<file path="config.mk">
export PLATFORM = sky130hd
export DESIGN_NAME = bft_stream_tx
export DESIGN_NICKNAME = d
export VERILOG_FILES = /design/src/rtl/bft_stream_tx.sv
export SDC_FILE = /design/constraint.sdc
export NUM_CORES = 1
export LEC_CHECK = 0
export BUFFER_PORTS_ARGS = -buffer_cell sky130_fd_sc_hd__buf_2
export CORE_MARGIN = 2
export CORE_UTILIZATION = 39
export CTS_CLUSTER_SIZE = 8
export DETAILED_ROUTE_END_ITERATION = 8
export PLACE_DENSITY = 0.76
export SETUP_SLACK_MARGIN = 0.05
export SLEW_MARGIN = 20
export SYNTH_ARGS = -nofsm -noshare
export SYNTH_HDL_FRONTEND = slang
export SYNTH_SLANG_ARGS = --single-unit
</file>
<file path="constraint.sdc">
create_clock -name clk -period 3.1 [get_ports clk]
set_input_delay 0.31 -clock clk [delete_from_list [all_inputs] [get_ports clk]]
set_output_delay 0.31 -clock clk [all_outputs]
set_load 0.01 [all_outputs]
</file>
<file path="src/rtl/bft_stream_tx.sv">
// bft_stream_tx: turns a 32-bit valid/ack user stream into 49-bit BFT packets
// addressed to one fixed leaf/port. It consumes one receiver-buffer credit per
// packet and replenishes credits from freespace-update packets on the return path.
// Optional feature macro: BFT_TX_STATS_EN (sent-packet counter on pkt_count).
module bft_stream_tx #(
  parameter int PACKET_BITS           = 49,
  parameter int PAYLOAD_BITS          = 32,
  parameter int NUM_LEAF_BITS         = 5,
  parameter int NUM_PORT_BITS         = 4,
  parameter int NUM_ADDR_BITS         = 7,
  parameter int NUM_BRAM_ADDR_BITS    = 7,
  parameter int FREESPACE_UPDATE_SIZE = 64,
  parameter int SELF_LEAF             = 0,
  parameter int DEST_LEAF             = 2,
  parameter int DEST_PORT             = 1
) (
  input  logic                          clk,
  input  logic                          reset,
  input  logic [PAYLOAD_BITS-1:0]       din_user,
  input  logic                          vld_user,
  output logic                          ack_user,
  input  logic [PACKET_BITS-1:0]        din_leaf_bft2tx,
  output logic [PACKET_BITS-1:0]        dout_leaf_tx2bft,
  input  logic                          resend,
  output logic [NUM_BRAM_ADDR_BITS:0]   credits,
  output logic [31:0]                   pkt_count
);

  // Credit counter is one bit wider than the buffer address so it can hold 2^N.
  localparam int CW = NUM_BRAM_ADDR_BITS + 1;
  localparam logic [CW:0] CREDIT_MAX = (CW+1)'(1 << NUM_BRAM_ADDR_BITS);

  // Packet field offsets: [valid | leaf | port | addr | payload].
  localparam int ADDR_LSB = PAYLOAD_BITS;
  localparam int PORT_LSB = ADDR_LSB + NUM_ADDR_BITS;
  localparam int LEAF_LSB = PORT_LSB + NUM_PORT_BITS;
  localparam int VLD_BIT  = PACKET_BITS - 1;

  localparam logic [NUM_LEAF_BITS-1:0] SELF_L = NUM_LEAF_BITS'(SELF_LEAF);
  localparam logic [NUM_LEAF_BITS-1:0] DEST_L = NUM_LEAF_BITS'(DEST_LEAF);
  localparam logic [NUM_PORT_BITS-1:0] DEST_P = NUM_PORT_BITS'(DEST_PORT);
  localparam logic [31:0]              FSU_W  = 32'(FREESPACE_UPDATE_SIZE);

  typedef enum logic [1:0] {
    ST_RUN   = 2'd0,
    ST_STALL = 2'd1,
    ST_HOLD  = 2'd2
  } state_e;

  state_e                     state_q;
  logic [CW-1:0]              credits_q, credits_d;
  logic [NUM_ADDR_BITS-1:0]   wr_addr_q;
  logic [PACKET_BITS-1:0]     dout_q;

  logic                       credit_pkt;
  logic [CW-1:0]              grant;
  logic                       send;
  logic [CW:0]                credit_sum;

  // Only valid/leaf/port and the low payload byte of a return packet matter;
  // the remaining bits and the nominal grant size are informational.
  logic unused_bits;
  assign unused_bits = ^{din_leaf_bft2tx[PORT_LSB-1:CW], FSU_W};

  // Decode a freespace update addressed to this leaf's port 0.
  always_comb begin
    credit_pkt = din_leaf_bft2tx[VLD_BIT] &&
                 (din_leaf_bft2tx[LEAF_LSB +: NUM_LEAF_BITS] == SELF_L) &&
                 (din_leaf_bft2tx[PORT_LSB +: NUM_PORT_BITS] == '0);
    grant      = credit_pkt ? din_leaf_bft2tx[CW-1:0] : '0;
  end

  // Accept a user word only with credit in hand and no hold from the network.
  // Gated by reset so the producer never sees an ack that reset would discard.
  assign send     = vld_user & (credits_q != '0) & ~resend & ~reset;
  assign ack_user = send;

  // Next credit count: add grant, subtract send in a wider sum, clamp to buffer depth.
  always_comb begin
    credit_sum = {1'b0, credits_q} + {1'b0, grant} - (CW+1)'(send);
    credits_d  = (credit_sum > CREDIT_MAX) ? CREDIT_MAX[CW-1:0] : credit_sum[CW-1:0];
  end

  // Datapath registers: credit count, write address, and the one-cycle output word.
  always_ff @(posedge clk) begin
    if (reset) begin
      credits_q <= CREDIT_MAX[CW-1:0];
      wr_addr_q <= '0;
      dout_q    <= '0;
    end else begin
      credits_q <= credits_d;
      if (send) begin
        wr_addr_q <= wr_addr_q + 1'b1;
        dout_q    <= {1'b1, DEST_L, DEST_P, wr_addr_q, din_user};
      end else begin
        dout_q    <= '0;
      end
    end
  end

  // Flow-control state: HOLD while the network asks for resend, STALL when out of credit.
  always_ff @(posedge clk) begin
    if (reset) begin
      state_q <= ST_RUN;
    end else begin
      case (state_q)
        ST_RUN: begin
          if (resend)                 state_q <= ST_HOLD;
          else if (credits_d == '0)   state_q <= ST_STALL;
        end
        ST_STALL: begin
          if (resend)                 state_q <= ST_HOLD;
          else if (credits_d != '0)   state_q <= ST_RUN;
        end
        ST_HOLD: begin
          if (!resend)                state_q <= (credits_d == '0) ? ST_STALL : ST_RUN;
        end
        default:                      state_q <= ST_RUN;
      endcase
    end
  end

  // resend kills the registered word on the wire; it is not replayed.
  assign dout_leaf_tx2bft = resend ? '0 : dout_q;
  assign credits          = credits_q;

`ifdef BFT_TX_STATS_EN
  logic [31:0] pkt_count_q;

  // Free-running count of packets handed to the network.
  always_ff @(posedge clk) begin
    if (reset)     pkt_count_q <= '0;
    else if (send) pkt_count_q <= pkt_count_q + 32'd1;
  end

  assign pkt_count = pkt_count_q;
`else
  assign pkt_count = '0;
`endif

endmodule

</file>
# Word level (Yosys, flattened, before mapping)
# Index checks and enable logic that the tools add are counted.
# word_totals
wordCells	24
output_inout_bits	90
ff_bits	64
input_bits	85
# classes
magnitude_cmp	1
n_mux	3
addsub	3
n_reduce_logical	7
n_bitwise	6
# op_table
cell	count
two-way mux 49 bit	2
adder 8 x 8 -> 9 bit	1
greater-than comparator 9 x 8 -> 1 bit, second input constant	1
subtractor 9 x 1 -> 9 bit	1
two-way mux 8 bit	1
nonzero test 8 bit	1
adder 7 x 1 -> 7 bit, second input constant	1
zero test 5 bit	1
zero test 4 bit	1
OR reduction 2 bit	2
bitwise AND 1 bit	3
NOT 1 bit	3
logical AND 1 bit	2

# Depth between registers and ports, before layout
# Gate-level depths: netlist (run 1).
# logic_depth
word_depth	8
mapped_depth	13
mapped_depth_nobuf	12

# Worst setup path after synthesis (run 1)
# Ideal clock, no wire load.
# synth_timing
kind	flip-flop to flip-flop
start	register credits_q[5], in the netlist credits[5]
end	register credits_q[0], in the netlist credits[0]
path_stages_with_launch	13
n_path_buf	1
path_slack_ns	-0.090
synth_period_minus_slack_ns	3.190
t_arrival_ns	3.104
path_cell_list	dfxtp_1 nor4_1 a2111oi_0 clkbuf_1 ha_1 inv_1 ha_1 fa_1 a211oi_1 nor4b_1 a2111oi_4 nand4_1 a211oi_1
# synth_via
elab_chain_len	7
word_cells_on_any_way	8
classes_between	add/sub (2); order compare (1); bitwise (3); reduce/logical (2)
# synth_rtl
item	line_no	text
start, declared	51	logic [CW-1:0] credits_q, credits_d;
start signal, assigned	87	credits_q <= CREDIT_MAX[CW-1:0];
start signal, assigned	91	credits_q <= credits_d;
nonzero test 8 bit *	75	assign send = vld_user & (credits_q != '0) & ~resend & ~reset;
bitwise AND 1 bit * (3 in a row)	75	
via ack_user	21	output logic ack_user,
subtractor 9 x 1 -> 9 bit *	80	credit_sum = {1'b0, credits_q} + {1'b0, grant} - (CW+1)'(send);
greater-than comparator 9 x 8 -> 1 bit	81	credits_d = (credit_sum > CREDIT_MAX) ? CREDIT_MAX[CW-1:0] : credit_sum[CW-1:0];
OR reduction 2 bit (no source line)	--	
# The timed path passes the listed nets; every way through them passes the cells marked *.
# A chain may end at the register's enable or synchronous reset.

# Worst setup path after layout (run 1)
# layout_timing
start	register credits_q[5], in the netlist credits[5]
end	register credits_q[3], in the netlist credits[3]
# layout_via
elab_chain_len	7
word_cells_on_any_way	8
classes_between	add/sub (2); order compare (1); bitwise (3); reduce/logical (2)
# layout_rtl
item	line_no
branches (longest 4 deep; another with adder 8 x 8 -> 9 bit)	--
subtractor 9 x 1 -> 9 bit *	80
greater-than comparator 9 x 8 -> 1 bit	81
OR reduction 2 bit (no source line)	--
# Mark *: on every way between the ends.

==> flow_summary.ini, run 1 <==
[status]
status = finished, final reports clean

[route]
drt_iter0_drc = 58
vias = 2384
dr.pass1.iters = 4
route.detailed.drc = 0
drt-total-wl_um = 6445
routed_via_density = 4.358
antenna_left = 0
post_drt_wl_per_cell_um = 11.78

[cells_and_area]
num_antenna_cells = 0
layout-drive-gt1-share = 0.3705
syn2layout_area_growth_pct = 29.00
layout.nets = 550
n_fill_cell = 687
layout.cells.non_filler = 547

[floorplan]
dieHeight_um = 90.61
start_util = 0.4033
pin_count = 175
rows = 31
coreArea_sq_mm = 0.007253
die_x_um = 90.61
dieArea_sq_mm = 0.008209

[power_and_ir_drop]
p_leak_nw = 1.906
powerDensity_mw_per_mm2 = 769.0
vdd_ir_drop_max_v = 0.0004685

[cts]
htreeDepth = 2
clock-sinks = 55
root_buffer = clkbuf_8
ctsLongestPathBuffers = 2
cts.clk_slew.worst_paths_ns = 0.10
cts_buffers = 5
cts_tree = yes
clkLatencyLatePin_ns = 0.30

[global_route]
antenna_found_initial = 0
grt_pass1_wl_um = 10480
grt_util_met2 = 0.2973
use_met1 = 0.1657
grt_max_degree = 48
grt_pass1_vias = 2386
grt_util_met3 = 0.02421
overflow = 0
grtUsageTotal = 0.1542
busiest_layer = met2

[synthesis]
synth_top_area_frac = 0.3764
synthTopCellsByCount = dfxtp_1 (55), buf_4 (42), nor2b_1 (40)
ys_seq_area_frac = 0.3764
yosysUniqueCellTypes = 46
ys.flop_type = dfxtp_1
syn_inst = 323
synth_seq_cells = 55
async_flop_share = 0
syn_area_sq_mm = 0.002925
avgSynthCellArea_sq_um = 9.057
yosysWarnings = 0
yosysMostFrequentCell = dfxtp_1
synth_top_area_cell = dfxtp_1
ys_top_cells_by_area = dfxtp_1 (38%), buf_4 (11%), nor2b_1 (8.6%), and2_1 (8.3%), ha_1 (7.3%)
synth_edf_count = 0

[timing]
worst_pin_slew_ns = 0.4919
period_needed_ns = 3.087
slew_viol_final = 0
finalHoldViolCount = 0
timing.final.ws_setup_ns = 0.01345
period_share = 0.9957
relSlewSlack = 0.6674
timing.fmax_mhz = 324.0
setup_viol = 0
rsz0062_at_grt = true
finClkSkew_ns = 0.005120

[min_path]
hp-class = input port to flip-flop

[setup_path]
required_ns = 3.30
cp_data_arrival_time_ns = 3.29
startpoint_type = flip-flop
endpoint_kind = flip-flop
worstSetupPathType = flip-flop to flip-flop
cp_max_fo = 8

[place]
numPortBuffers = 104
hpwl_um = 4848
gp_congestion = 0.8392
place.detailed.instances = 539
pre_cts_slack_ns = -0.4193

[flow_run]
maxCapViolations = 0
[report_power, final]
| part | internal, mW | switching (mW) | total, mW |
|---|---|---|---|
| sequential | 0.771 | 0.0356 | 0.806 |
| clock | 0.163 | 0.232 | 0.395 |
| combinational | 0.838 | 0.863 | 1.70 |
| total | 1.77 | 1.13 | 2.90 |
[cells in the final DEF, fill, tap and decap left out, types with 2 or more instances in the layout]
cell type and count:
nor4_1 2, clkbuf_8 5, conb_1 39, a21o_1 2, and2_1 39, o21a_1 2, buf_4 29, a211oi_2 3
ha_1 16, xor2_1 7, o21ai_0 2, and4b_1 3, a211o_1 2, nand2_1 14, nor3b_1 2, nor2_1 10
inv_1 27, dfxtp_1 48, a2111oi_4 3, nor2b_1 40, nand4_1 5, a21oi_1 3, nor3_1 4, buf_2 104
dfxtp_2 7
[kinds of logic after synthesis]
kind of cell	share of synthesized area
buffers and inverters	0.1600
AND/OR/NAND/NOR	0.2690
other	0.001282
adder cells (fa/ha/maj)	0.07955
AO/OA/AOI/OAI	0.08640
XOR/XNOR	0.02395
flip-flops	0.3764
multiplexers	0.003422
[state kept, by name, indices dropped and copies added, names as in the netlist]
register	flops
credits	8
wr_addr_q	7
dout_q	40
[routing by layer]
layer	routed length, um	part of all wire
met1	2595	0.40
met2	3482	0.54
met3	282	0.044
met4	84	0.013
met5	0	0
[cell type report]
cell class                 instances  area [sq um]  area share
multi-input combinational        224          1608      0.4261
timing repair buffer             133         738.2      0.1956
sequential                        55          1110      0.2941
clock inverter                     2         16.27    0.004310
inverter                          28         105.1     0.02785
clock buffer                       6         72.57     0.01923
tap                               99         123.9     0.03282
[repair_timing]
| action | 4_1_cts | 5_1_grt |
|---|---|---|
| hold endpoints to repair | 0 | 0 |
| pin swaps | 8 | 6 |
| gates resized for setup | 13 | 9 |
| setup buffers | 1 | 0 |
| setup endpoints to repair | 8 | 8 |
| hold buffers | 0 | 0 |
[through the flow]
stage | hold WS, ns | instance area [sq um] | TNS [ns] | total power, mW | utilization
2_1_floorplan | 0.3997 | 3079 | 0 | 1.809 | -
3_3_place_gp | 0.4641 | 3578 | -1.328 | 2.275 | 0.4934
3_5_place_dp | 0.4663 | 3578 | -2.685 | 2.317 | 0.4934
4_1_cts | 0.1841 | 3737 | 0 | 2.830 | 0.5153
5_1_grt | 0.1840 | 3774 | -0.8593 | 3.108 | 0.5203
6_report | 0.2038 | 3774 | 0 | 2.902 | 0.5203
[path summary, 6_finish.rpt]
kind	cells past startpoint	startpoint	slack (ns)	end
setup reg to reg	13	credits[5]	0.01	credits[3]
hold / removal	2	din_user[6]	0.20	dout_q[6]
setup / recovery	13	credits[5]	0.01	credits[3]
hold reg to reg	1	wr_addr_q[6]	0.49	dout_q[38]
[critical path: stages, from the launching register on]
cell and delay, ns:
dfxtp_2 0.35, nor4_4 0.30, buf_4 0.17, a2111oi_4 0.08, ha_1 0.30, inv_2 0.05, ha_4 0.16, fa_2 0.40
a21o_1 0.21, a41oi_2 0.19, buf_4 0.15, and4b_1 0.25, nor3_4 0.10, nor4bb_2 0.28
No activity file was read; power rests on OpenSTA's default activity.
==> run 2, diff against run 1 <==
CORE_UTILIZATION = 45   (was 39)
PLACE_DENSITY = 0.83   (was 0.76)
clock period = 3.9 ns   (was 3.1 ns; I/O delays follow)
==> flow_summary.ini, run 2 (synthesis results as in run 1) <==
[timing]
finalHoldViolCount = 0
period_share = 0.9014
timing.fmax_mhz = 284.5
worst_pin_slew_ns = 0.6153
period_needed_ns = 3.515
finClkSkew_ns = 0.008719
rsz0062_at_grt = false
worst_hold_slack_ns = 0.2799
timing.final.ws_setup_ns = 0.3846
setup_viol = 0
relSlewSlack = 0.5860
slew_viol_final = 0
finalSetupTns_ns = 0

[cts]
ctsLongestPathBuffers = 2
clock-sinks = 55
cts_resized = 0
cts_buffers = 5
clkLatencyLatePin_ns = 0.30
cts.clk_slew.worst_paths_ns = 0.10
root_buffer = clkbuf_8
htreeDepth = 2
postCtsHoldBufs = 0
postCtsSetupBuffers = 0
cts_tree = yes

[setup_path]
path_cells = nor4_1 > a2111oi_2 > ha_1 > inv_1 > ha_1 > fa_1 > a211oi_1 > nor4b_1 > a2111oi_4 > nand4_1 > a211oi_1
endpoint_kind = flip-flop
worstSetupPathType = flip-flop to flip-flop
slowest_stage = nor4_1
cp_max_fo = 3
r2r_end = credits[1]
cp_data_arrival_time_ns = 3.72
startpoint_type = flip-flop
reg2reg_slack_ns = 0.38
r2r-start = credits[3]
endpoint = credits[1]
required_ns = 4.11
max_stage_delay_ns = 0.58
reg2reg_depth = 11
critPathLaunch = credits[3]

[cells_and_area]
syn2layout_area_growth_pct = 17.37
layout-drive-gt1-share = 0.2898
final_util = 0.5438
num_antenna_cells = 0
n_fill_cell = 595
multi_input_area_sq_mm = 0.001505
top_register = dout_q
most-common-layout-cells = buf_2 (104), dfxtp_1 (55), nor2b_1 (40), and2_1 (39), conb_1 (39)
largest_reg_flops = 40
layout_commonest_cell = buf_2
seqCellArea_sq_mm = 0.001101
stdcell_area_sq_mm = 0.003433
layout.nets = 523
layout.cells.non_filler = 498

[route]
drt_iter0_drc = 54
drt-total-wl_um = 5683
routed_via_density = 4.572
vias = 2277
route.detailed.drc = 0
dr.pass1.iters = 4
post_drt_wl_per_cell_um = 11.41
antenna_left = 0

[floorplan]
pin_count = 175
rows = 29
dieArea_sq_mm = 0.007161
die_x_um = 84.63
coreArea_sq_mm = 0.006314
dieHeight_um = 84.63
start_util = 0.4633

[power_and_ir_drop]
share_comb_of_total_power = 0.510
vdd_ir_drop_max_v = 0.0003188
p_leak_nw = 1.765
switchingPower_uw = 763.1
p_clk_frac = 0.161
internal-power_mw = 1.159
power_mw = 1.922
swShare = 0.3971
powerDensity_mw_per_mm2 = 559.7
seqPwrFrac = 0.329

[place]
pre_cts_slack_ns = 0.2884
numPortBuffers = 104
place.detailed.instances = 490
hpwl_um = 4443
gp_congestion = 0.8539
place_area_sq_mm = 0.003343

[min_path]
hp-class = input port to flip-flop

[global_route]
grt_pass1_vias = 2088
grtUsageTotal = 0.1520
grt_pass1_wl_um = 8970
antenna_found_initial = 0
overflow = 0
grt_max_degree = 48

[status]
status = finished, final reports clean

[flow_run]
maxCapViolations = 0
run 2: cell type report:
cell class | instances | share of cell area
multi-input combinational | 224 | 0.4384
sequential | 55 | 0.3207
timing repair buffer | 106 | 0.1560
inverter | 28 | 0.03061
tap | 77 | 0.02806
clock buffer | 6 | 0.02114
clock inverter | 2 | 0.005102
run 2: critical path, delay by kind of cell, from the launching register on:
family	cells	cell delay, ns
adders and majority gates	3	0.97
AOI/OAI and AO/OA	4	1.18
buffers and inverters	1	0.04
and+or+nand+nor	3	0.90
DFF	1	0.34
run 2: power groups by stage:
| stage | Clock, mW | Sequential, mW | Combinational [mW] |
|---|---|---|---|
| floorplan | 0 | 0.650 | 0.779 |
| global placement | 0 | 0.644 | 0.928 |
| detailed placement | 0 | 0.644 | 0.966 |
| CTS | 0.327 | 0.632 | 0.972 |
| global route | 0.347 | 0.637 | 1.07 |
| finish | 0.310 | 0.632 | 0.979 |
run 2: per-layer routing:
metal	GRT usage	vias to the layer above	wire, um	share of wire
li1	-	1158	-	-
met1	0.1720	1022	2307	0.41
met2	0.2813	85	2931	0.52
met3	0.02360	12	313	0.055
met4	0.06349	0	130	0.023
met5	0	-	0	0
run 2: how the worst min path moves through the flow:
stage / start / end / slack [ns] / cells past startpoint
2_1_floorplan: wr_addr_q[6] / dout_q[38] / 0.45 / 1
3_3_place_gp: wr_addr_q[6] / dout_q[38] / 0.46 / 1
3_5_place_dp: wr_addr_q[6] / dout_q[38] / 0.46 / 1
4_1_cts: din_user[0] / dout_q[0] / 0.27 / 2
5_1_grt: din_user[16] / dout_q[16] / 0.26 / 2
6_report: din_user[25] / dout_q[25] / 0.28 / 2
